[src/rtl/usb_rx_pkt_fifo_if.sv]
// usb_rx_pkt_fifo_if: packet write side, read side and status bundle
// for the USB RX packet FIFO.
interface usb_rx_pkt_fifo_if #(
  parameter int DSIZE = 8,
  parameter int ASIZE = 9,
  parameter int CNTW  = 8
);
  logic             wr_en;
  logic [DSIZE-1:0] wr_data;
  logic             pkt_commit;
  logic             pkt_drop;
  logic             rd_en;
  logic [DSIZE-1:0] rd_data;
  logic             rd_valid;
  logic [ASIZE:0]   level;
  logic [ASIZE:0]   free;
  logic             full;
  logic             empty;
  logic             busy;
  logic [CNTW-1:0]  drop_cnt;

  modport master (
    output wr_en, wr_data, pkt_commit, pkt_drop, rd_en,
    input  rd_data, rd_valid, level, free,
    input  full, empty, busy, drop_cnt
  );

  modport slave (
    input  wr_en, wr_data, pkt_commit, pkt_drop, rd_en,
    output rd_data, rd_valid, level, free,
    output full, empty, busy, drop_cnt
  );
endinterface

[src/rtl/usb_rx_pkt_fifo.sv]
// usb_rx_pkt_fifo: commit/drop packet FIFO for USB RX data.
// Define RXPKT_OVF_DROP_EN to discard packets that overflow.
module usb_rx_pkt_fifo #(
  parameter int DSIZE = 8,
  parameter int ASIZE = 9,
  parameter int CNTW  = 8
) (
  input logic CLK,
  input logic RSTn,
  usb_rx_pkt_fifo_if.slave bus
);

  localparam logic [ASIZE:0] DEPTH = {1'b1, {ASIZE{1'b0}}};

`ifdef RXPKT_OVF_DROP_EN
  typedef enum logic [1:0] {
    IDLE = 2'd0,
    RECV = 2'd1,
    OVF  = 2'd2
  } state_t;
`else
  typedef enum logic [1:0] {
    IDLE = 2'd0,
    RECV = 2'd1
  } state_t;
`endif

  state_t           state;
  logic             busy_q;
  logic [ASIZE:0]   wp;
  logic [ASIZE:0]   cp;
  logic [ASIZE:0]   rp;
  logic [ASIZE:0]   wp_inc;
  logic [ASIZE:0]   level_q;
  logic [ASIZE:0]   free_q;
  logic [CNTW-1:0]  drop_q;
  logic [CNTW-1:0]  drop_nx;
  logic [DSIZE-1:0] rd_q;
  logic             rdv_q;
  logic             full;
  logic             empty;
  logic             wr_acc;
  logic             rd_acc;

  logic [DSIZE-1:0] ram [2**ASIZE];

  assign full = (wp[ASIZE] != rp[ASIZE]) &&
                (wp[ASIZE-1:0] == rp[ASIZE-1:0]);
  assign empty = (cp == rp);

`ifdef RXPKT_OVF_DROP_EN
  logic ovf_try;
  assign ovf_try = bus.wr_en & full;
  assign wr_acc  = bus.wr_en & ~full & (state != OVF);
`else
  assign wr_acc  = bus.wr_en & ~full;
`endif

  assign rd_acc  = bus.rd_en & ~empty;
  assign wp_inc  = wp + {{ASIZE{1'b0}}, wr_acc};
  assign drop_nx = drop_q + {{(CNTW-1){1'b0}}, ~&drop_q};

  always_ff @(posedge CLK) begin
    if (wr_acc)
      ram[wp[ASIZE-1:0]] <= bus.wr_data;
  end

  // Writer FSM: wp runs ahead, cp only moves on a good packet.
  always_ff @(posedge CLK or negedge RSTn) begin
    if (!RSTn) begin
      state  <= IDLE;
      busy_q <= 1'b0;
      wp     <= '0;
      cp     <= '0;
      drop_q <= '0;
    end else begin
      unique case (state)
        IDLE: begin
          if (wr_acc) begin
            wp     <= wp_inc;
            state  <= RECV;
            busy_q <= 1'b1;
          end
        end
        RECV: begin
          if (bus.pkt_drop) begin
            wp     <= cp;
            drop_q <= drop_nx;
            state  <= IDLE;
            busy_q <= 1'b0;
          end else if (bus.pkt_commit) begin
            wp     <= wp_inc;
            cp     <= wp_inc;
            state  <= IDLE;
            busy_q <= 1'b0;
          end else begin
            wp <= wp_inc;
`ifdef RXPKT_OVF_DROP_EN
            if (ovf_try) state <= OVF;
`endif
          end
        end
`ifdef RXPKT_OVF_DROP_EN
        OVF: begin
          if (bus.pkt_drop | bus.pkt_commit) begin
            wp     <= cp;
            drop_q <= drop_nx;
            state  <= IDLE;
            busy_q <= 1'b0;
          end
        end
`endif
        default: begin
          state  <= IDLE;
          busy_q <= 1'b0;
        end
      endcase
    end
  end

  always_ff @(posedge CLK or negedge RSTn) begin
    if (!RSTn) begin
      rp      <= '0;
      rd_q    <= '0;
      rdv_q   <= 1'b0;
      level_q <= '0;
      free_q  <= DEPTH;
    end else begin
      rdv_q   <= rd_acc;
      level_q <= cp - rp;
      free_q  <= DEPTH - (wp - rp);
      if (rd_acc) begin
        rd_q <= ram[rp[ASIZE-1:0]];
        rp   <= rp + 1'b1;
      end
    end
  end

  assign bus.rd_data  = rd_q;
  assign bus.rd_valid = rdv_q;
  assign bus.level    = level_q;
  assign bus.free     = free_q;
  assign bus.full     = full;
  assign bus.empty    = empty;
  assign bus.busy     = busy_q;
  assign bus.drop_cnt = drop_q;

endmodule

[src/flat_wrapper.sv]
// flat-port wrapper written by rule: the top's interface ports become plain ports
module usb_rx_pkt_fifo_flat 
#(
  parameter int DSIZE = 8,
  parameter int ASIZE = 9,
  parameter int CNTW  = 8
)
  (CLK, RSTn, bus_wr_en, bus_wr_data, bus_pkt_commit, bus_pkt_drop, bus_rd_en, bus_rd_data, bus_rd_valid, bus_level, bus_free, bus_full, bus_empty, bus_busy, bus_drop_cnt);
  usb_rx_pkt_fifo_if #(.DSIZE(DSIZE), .ASIZE(ASIZE), .CNTW(CNTW)) bus_i ();
  input logic CLK;
  input logic RSTn;
  input wire logic [$bits(bus_i.wr_en)-1:0] bus_wr_en;
  input wire logic [$bits(bus_i.wr_data)-1:0] bus_wr_data;
  input wire logic [$bits(bus_i.pkt_commit)-1:0] bus_pkt_commit;
  input wire logic [$bits(bus_i.pkt_drop)-1:0] bus_pkt_drop;
  input wire logic [$bits(bus_i.rd_en)-1:0] bus_rd_en;
  output wire logic [$bits(bus_i.rd_data)-1:0] bus_rd_data;
  output wire logic [$bits(bus_i.rd_valid)-1:0] bus_rd_valid;
  output wire logic [$bits(bus_i.level)-1:0] bus_level;
  output wire logic [$bits(bus_i.free)-1:0] bus_free;
  output wire logic [$bits(bus_i.full)-1:0] bus_full;
  output wire logic [$bits(bus_i.empty)-1:0] bus_empty;
  output wire logic [$bits(bus_i.busy)-1:0] bus_busy;
  output wire logic [$bits(bus_i.drop_cnt)-1:0] bus_drop_cnt;
  assign bus_i.wr_en = bus_wr_en;
  assign bus_i.wr_data = bus_wr_data;
  assign bus_i.pkt_commit = bus_pkt_commit;
  assign bus_i.pkt_drop = bus_pkt_drop;
  assign bus_i.rd_en = bus_rd_en;
  assign bus_rd_data = bus_i.rd_data;
  assign bus_rd_valid = bus_i.rd_valid;
  assign bus_level = bus_i.level;
  assign bus_free = bus_i.free;
  assign bus_full = bus_i.full;
  assign bus_empty = bus_i.empty;
  assign bus_busy = bus_i.busy;
  assign bus_drop_cnt = bus_i.drop_cnt;
  usb_rx_pkt_fifo #(.DSIZE(DSIZE), .ASIZE(ASIZE), .CNTW(CNTW)) u_core (.CLK(CLK), .RSTn(RSTn), .bus(bus_i));
endmodule
[config.mk]
export PLATFORM = sky130hd
export DESIGN_NAME = usb_rx_pkt_fifo_flat
export DESIGN_NICKNAME = d
export VERILOG_FILES = /design/src/rtl/usb_rx_pkt_fifo_if.sv /design/src/rtl/usb_rx_pkt_fifo.sv /design/src/flat_wrapper.sv
export SDC_FILE = /design/constraint.sdc
export NUM_CORES = 2
export LEC_CHECK = 0
export BUFFER_PORTS_ARGS = -buffer_cell sky130_fd_sc_hd__buf_2
export CAP_MARGIN = 20
export CORE_ASPECT_RATIO = 1.75
export CORE_MARGIN = 8
export CORE_UTILIZATION = 60
export DETAILED_ROUTE_END_ITERATION = 8
export MAX_ROUTING_LAYER = met4
export PLACE_DENSITY = 0.76
export SYNTH_ARGS = -nofsm -noshare
export SYNTH_HDL_FRONTEND = slang
export SYNTH_SLANG_ARGS = --single-unit
[constraint.sdc]
create_clock -name CLK -period 4.85 [get_ports CLK]
set_clock_uncertainty 0.05 [all_clocks]
set_input_delay 0.2425 -clock CLK [delete_from_list [all_inputs] [get_ports CLK]]
set_output_delay 0.2425 -clock CLK [all_outputs]
set_load 0.02 [all_outputs]
**After elaboration in Yosys (flattened, before gate mapping)**

Memory sizes are Yosys's and may differ from the RTL's. A register that Yosys moved wholly into a read port is not among the register bits.
Cells that the tools add are included.

- Bits in registers: 62
- RAM bits: 4096
- ROM bits: 0
- Input bits: 14
- Memories: 1
- Bits in latches: 0

Memories:

| name | depth | width | rd ports | clocked after Yosys merged registers in | write ports | line | source |
|---|---|---|---|---|---|---|---|
| u_core.ram | 512 | 8 | 1 | 1 | 1 | usb_rx_pkt_fifo.sv:45 | `logic [DSIZE-1:0] ram [2**ASIZE];` |

- Add/sub/neg operators: 6
- Mux-type cells: 13
- Reduce and logical (&&, ||, !) cells: 10
- Shift-type cells: 0
- Order comparisons: 0
- Bitwise gates (word level): 5
- Div/mod/pow operators: 0
- $mul: 0
- Equality and inequality tests: 6

Operator list:

| operator | number |
|---|---|
| two-way mux 10 bit | 2 |
| one-hot mux 10 bit (2 select lines) | 1 |
| subtractor 10 bit | 2 |
| adder 10 x 1 -> 10 bit | 1 |
| adder 10 x 1 -> 10 bit, second input constant | 1 |
| == test 10 bit | 1 |
| subtractor 10 bit, first input constant | 1 |
| == test 9 bit | 1 |
| adder 8 x 1 -> 8 bit | 1 |
| AND reduction 8 bit | 1 |
| two-way mux 2 bit | 3 |
| AND reduction 2 bit | 3 |
| two-way mux 1 bit | 5 |
| one-hot mux 2 bit (2 select lines) | 1 |
| != test 3 bit, second input constant | 1 |
| NOT 1 bit | 3 |
| AND reduction 3 bit | 1 |
| bitwise AND 1 bit | 2 |
| == test 2 x 1 -> 1 bit, second input constant | 1 |
| logical NOT 1 bit | 2 |
| logical NOT 2 bit | 1 |
| != test 2 x 1 -> 1 bit, second input constant | 1 |
| one-hot mux 1 bit (2 select lines) | 1 |
| nonzero test 2 bit | 1 |
| 2 further kinds | 2 |

**Longest topological paths before layout**

- Depth after elaboration: 7
- Mapped depth: 19

**Least setup slack after synthesis**

OpenSTA, ideal clock, no wires.

- Path type: register to register
- Start point: reg u_core.rp[0]
- End point: reg u_core.wp[7]
- Path slack: 0.778 ns
- Arrival: 3.887 ns
- Library setup time: 0.136 ns
- Clock period less this slack: 4.072 ns
- Cell stages (with the launch flop): 20
- Required time: 4.664 ns
- Cells stage by stage: dfrtp_1 buf_12 buf_12 buf_6 buf_6 buf_6 inv_1 ha_1 nand4_1 nor4_1 nand2b_1 inv_1 ha_1 and3_1 and3_1 clkbuf_1 nand3_1 nor3_1 a21oi_1 o22ai_1

- Longest elaborated chain between the ends: 7
- Elaborated cells on any way between the ends: 10
- Those cells by class: 1 x add/sub; 2 x eq/ne; 3 x mux; 2 x bitwise; 2 x reduce/logical

Ends and longest elaborated chain:

| element | line | source |
|---|---|---|
| start: declaration | usb_rx_pkt_fifo.sv:32 | `logic [ASIZE:0] rp;` |
| start signal: assignment | usb_rx_pkt_fifo.sv:134 | `rp <= rp + 1'b1;` |
| == test 9 bit (*) | usb_rx_pkt_fifo.sv:48 | `(wp[ASIZE-1:0] == rp[ASIZE-1:0]);` |
| logical AND 1 bit (*) | usb_rx_pkt_fifo.sv:47 | `assign full = (wp[ASIZE] != rp[ASIZE]) &&` |
| via bus_full | flat_wrapper.sv:21 | `output wire logic [$bits(bus_i.full)-1:0] bus_full;` |
| NOT 1 bit (*) | usb_rx_pkt_fifo.sv:56 | `assign wr_acc = bus.wr_en & ~full;` |
| bitwise AND 1 bit (*) | usb_rx_pkt_fifo.sv:56 |  |
| adder 10 x 1 -> 10 bit | usb_rx_pkt_fifo.sv:60 | `assign wp_inc = wp + {{ASIZE{1'b0}}, wr_acc};` |
| two-way mux 10 bit (on tied branches) | usb_rx_pkt_fifo.sv:86, usb_rx_pkt_fifo.sv:79 |  |
| one-hot mux 10 bit (2 select lines) | usb_rx_pkt_fifo.sv:77 | `unique case (state)` |
| end signal: assignment | usb_rx_pkt_fifo.sv:80 | `wp <= wp_inc;` |
| end signal: assignment | usb_rx_pkt_fifo.sv:87 | `wp <= cp;` |
| end signal: assignment | usb_rx_pkt_fifo.sv:92 | `wp <= wp_inc;` |
| end: declaration | usb_rx_pkt_fifo.sv:30 | `logic [ASIZE:0] wp;` |

Mark *: on every way through the listed nets, which the timed path passes. The rest lies on a longest branch. The select of a mux whose other input is x is not followed.
A chain may end at the register's enable or synchronous reset.

**Final worst setup path**

- Start point: reg u_core.rp[2]
- End point: reg u_core.rd_q[6] (netlist: u_core.bus.rd_data[6]), read port of u_core.ram

- Longest elaborated chain between the ends: 3

Ends and longest elaborated chain:

| element | line | source |
|---|---|---|
| == test 10 bit | usb_rx_pkt_fifo.sv:49 | `assign empty = (cp == rp);` |
| NOT 1 bit | usb_rx_pkt_fifo.sv:59 | `assign rd_acc = bus.rd_en & ~empty;` |
| bitwise AND 1 bit | usb_rx_pkt_fifo.sv:59 |  |
| end: declaration | usb_rx_pkt_fifo.sv:38 | `logic [DSIZE-1:0] rd_q;` |

Parallel ways exist; a longest one is shown, timed or not.

==> reports/results.txt <==
The number of buffers inserted during clock tree synthesis came out at 336. The die covers 289000 um^2. The first-pass GRT wire length was 615 mm. Yosys printed 0 warnings. The critical path startpoint category is a flip-flop. The layout-stage area growth over the synthesis result came out at 9.91%.

The worst setup path is captured at a flip-flop. Summed over all cells, the static leakage comes to 55.8 nW. The power density relative to cell area works out to 552 nW/um^2. The number of buffers added for setup after CTS was 0; the H-tree level count was 5.

The final number of setup-violating endpoints is 1. The most congested layer reported by global routing is met2. The highest net fanout along the worst path was 26; the maximum number of pins on one net before global-route repair was 177. After clock tree synthesis, the clock-pin slew on the worst setup and hold paths is 0.07 ns.

After layout, the design draws a total of 98.7 mW. The clock passes through at most 4 buffers. The total number of vias is 82.3k, and the number of maximum-capacitance constraint violations is 0. The effective utilization at floorplan was 0.601. The post-synthesis sequential element count is 4164, and the number of resized instances in the post-cts repair step is 0. The final reports fail on setup timing.

For this run, the detailed router's first-pass iteration total came to 6. Setup repair after global routing left no endpoint under its margin. For the global routing usage summed across all routing layers, the log shows 0.306. The largest total area in the synthesized netlist belongs to sky130_fd_sc_hd__edfxtp_1.

The post-DP HPWL came out at 264 mm. For the number of hold violations in the final report, the log shows 0. The share of synthesized flip-flops with an asynchronous set or reset is 0.0163. At the worst endpoint, the required time is 5.59 ns. STA puts the critical path data arrival time at 5.68 ns. The sum of negative setup slack came out at -0.0891 ns. After floorplanning, the core was divided into 253 placement rows. The tools report the starting DRC count in detailed routing as 12.1k. The average size of a mapped cell came out at 21.4 um^2.

At the end of routability-driven placement, the weighted congestion stood at 0.940. Counting every instance in the synthesized netlist gives 7594. The run finished, with violations left. Number of antenna violations at the first check in global routing: 9. The number of nets produced by synthesis is 7641. Aggregate routed wire length: 436 mm.

The critical path class is reg -> reg. The clock reaches the later pin of the worst-skew pair after 0.90 ns. Routing usage on met2: 0.490. The commonest cells after synthesis are sky130_fd_sc_hd__edfxtp_1, sky130_fd_sc_hd__mux4_2, sky130_fd_sc_hd__nor2_1. The remaining routing DRC violations was 0; the overflow left after global routing was 0. Dividing the detail-routed wire length by the instance count gives 37.4 um.

By area the synthesized netlist is led by sky130_fd_sc_hd__edfxtp_1, sky130_fd_sc_hd__mux4_2, sky130_fd_sc_hd__mux2i_1. Portion of the clock cycle consumed by the worst path in the final layout: 1.02. Timing would allow up to 0.202 GHz. The worst path setup slack after routing is -0.0891 ns. The floorplan step defined a core boundary enclosing 271000 um^2. For the worst slew margin relative to its limit, the log shows 0.219.

Most common cell in the netlist: sky130_fd_sc_hd__edfxtp_1. The tools report the total count of max-transition violations in the final report as 0. The ratio of cells with drive above 1 in the final layout works out to 0.228.

The share of the yosys chip area belonging to registers is 0.766, and the number of nets still failing antenna checks after routing is 0. The number of global-route vias before repair is 83.5k. The maximum resistive drop on vdd was 0.502 mV; the detailed-route vias per instance was 7.05. Port buffering added 53 buffers.

The die height was 705 um. CTS placed an instance of sky130_fd_sc_hd__clkbuf_16 at the clock tree root. The share of the synthesized area in the top cell type is 0.756, and the number of flops mapped to enable cells by yosys is 4096.

Counting every sink on the clock net gives 4164. The most used flip-flop cell after synthesis is sky130_fd_sc_hd__edfxtp_1. The count of filler cells inserted in the layout is 16.5k.

The actual slew at the worst max-slew pin is 1.17 ns, and the top-level I/O count is 54. TritonCTS built the clock tree. The net count of the finished layout is 7875.

Measured along the x axis, the die boundary spans 410 um. The global-route met1 utilization came out at 0.364. The mapped netlist covers 163000 um^2.

The number of different library cells used by synthesis comes to 75. The min-delay analysis places its worst path in the category in -> async. The global routing usage on met3 is 0.0530.

The routed design could run at a clock period as short as 4.94 ns.
[metrics by stage]
| stage | area (um^2) | setup slack, ns | hold WS [ns] | cells | util |
|---|---|---|---|---|---|
| after floorplan | 163000 | 0.778 | -0.103 | 7594 | - |
| after global placement | 168000 | 0.201 | 0.0640 | 11041 | 0.620 |
| after detailed placement | 168000 | 0.199 | 0.0621 | 11044 | 0.620 |
| after CTS | 179000 | 0.154 | 0.0497 | 11658 | 0.661 |
| after global routing | 179000 | 0.135 | 0.123 | 11664 | 0.661 |
| final | 179000 | -0.0891 | 0.0317 | 11669 | 0.661 |
[report_power, final]
part / internal, mW / leakage, nW / switching [mW]
Clock: 14.9 / 5.23 / 12.6
Sequential: 39.9 / 37.6 / 0.490
Combinational: 12.0 / 13.0 / 18.9
Total: 66.8 / 55.8 / 31.9
[cell type report]
cell class,count,area [um^2],share of cell area
Timing Repair Buffer,356,3540,0.0198
Multi-Input combinational cell,2935,35100,0.196
Clock inverter,193,1920,0.0107
Sequential cell,4164,125000,0.697
Inverter,35,144,0.000805
Clock buffer,406,8880,0.0497
Antenna cell,10,25.0,0.000140
Tap cell,3570,4470,0.0250
[cells in the final DEF (no fill, tap or decap), types with 51 or more instances in the layout]
cell type	n
sky130_fd_sc_hd__buf_4	217
sky130_fd_sc_hd__clkinv_1	59
sky130_fd_sc_hd__nor3_1	51
sky130_fd_sc_hd__clkinv_2	53
sky130_fd_sc_hd__nor2_1	591
sky130_fd_sc_hd__a22oi_1	121
sky130_fd_sc_hd__mux4_2	957
sky130_fd_sc_hd__o21ai_0	87
sky130_fd_sc_hd__clkbuf_1	59
sky130_fd_sc_hd__nand2_1	144
sky130_fd_sc_hd__clkbuf_16	345
sky130_fd_sc_hd__dfrtp_1	61
sky130_fd_sc_hd__mux2i_1	282
sky130_fd_sc_hd__edfxtp_1	4096
sky130_fd_sc_hd__buf_12	69
sky130_fd_sc_hd__a221oi_1	80
sky130_fd_sc_hd__a21oi_1	120
[critical path, cell delays in order, from the launching register on]
cell                      delay (ns)
sky130_fd_sc_hd__dfrtp_4        0.75
sky130_fd_sc_hd__buf_4          0.49
sky130_fd_sc_hd__nor2b_4        0.85
sky130_fd_sc_hd__buf_4          0.51
sky130_fd_sc_hd__a22oi_1        0.18
sky130_fd_sc_hd__a21oi_1        0.49
sky130_fd_sc_hd__nor4_1         0.17
sky130_fd_sc_hd__nor3_1         0.87
sky130_fd_sc_hd__buf_4          0.24
sky130_fd_sc_hd__nor3_1         0.04
sky130_fd_sc_hd__nor3_1         0.14
[registers in the layout, summed over array words and instances (netlist names)]
name,flops
u_core.ram,4096
u_core.rp,10
u_core.bus.level,10
u_core.bus.rd_data,8
u_core.bus.drop_cnt,8
u_core.wp,10
u_core.bus.rd_valid,1
u_core.cp,10
u_core.state,1
u_core.bus.free,10
[kinds of logic (layout without fill, tap and decap cells)]
group	count (synthesis)	after routing	share of synthesized area
adders and majority gates	33	33	0.00263
and+or+nand+nor	926	926	0.0234
other	0	10	0
DFF	4164	4164	0.766
xor gates and xnor gates	38	38	0.00205
muxes	1299	1299	0.159
buffers and inverters	495	990	0.0191
AOI/OAI and AO/OA	639	639	0.0278
[repair_timing]
item	in CTS	in global routing
endpoints found under the hold margin	611	0
endpoints found under the setup margin	0	0
hold buffers	15	0
[final timing paths]
kind	start	endpoint	slack, ns	cells after the start
worst max register to register	u_core.rp[2]$_DFFE_PN0P_	u_core.bus.rd_data[6]$_DFFE_PN0P_	-0.09	10
worst min register to register	u_core.bus.drop_cnt[7]$_DFFE_PN0P_	u_core.bus.drop_cnt[7]$_DFFE_PN0P_	0.45	1
min in group CLK	bus_rd_en	u_core.bus.rd_data[4]$_DFFE_PN0P_	0.22	5
worst min-delay path	RSTn	u_core.bus.rd_data[0]$_DFFE_PN0P_	0.03	3
max in group asynchronous	RSTn	u_core.bus.rd_data[3]$_DFFE_PN0P_	3.87	3
worst max-delay path	u_core.rp[2]$_DFFE_PN0P_	u_core.bus.rd_data[6]$_DFFE_PN0P_	-0.09	10
[metal layers]
metal,routed length [um],up-vias
met5,0,-
met4,35600,0
met3,45200,1409
met2,216000,5872
met1,140000,42853
li1,-,32167
(Power assumes the default switching activity.)
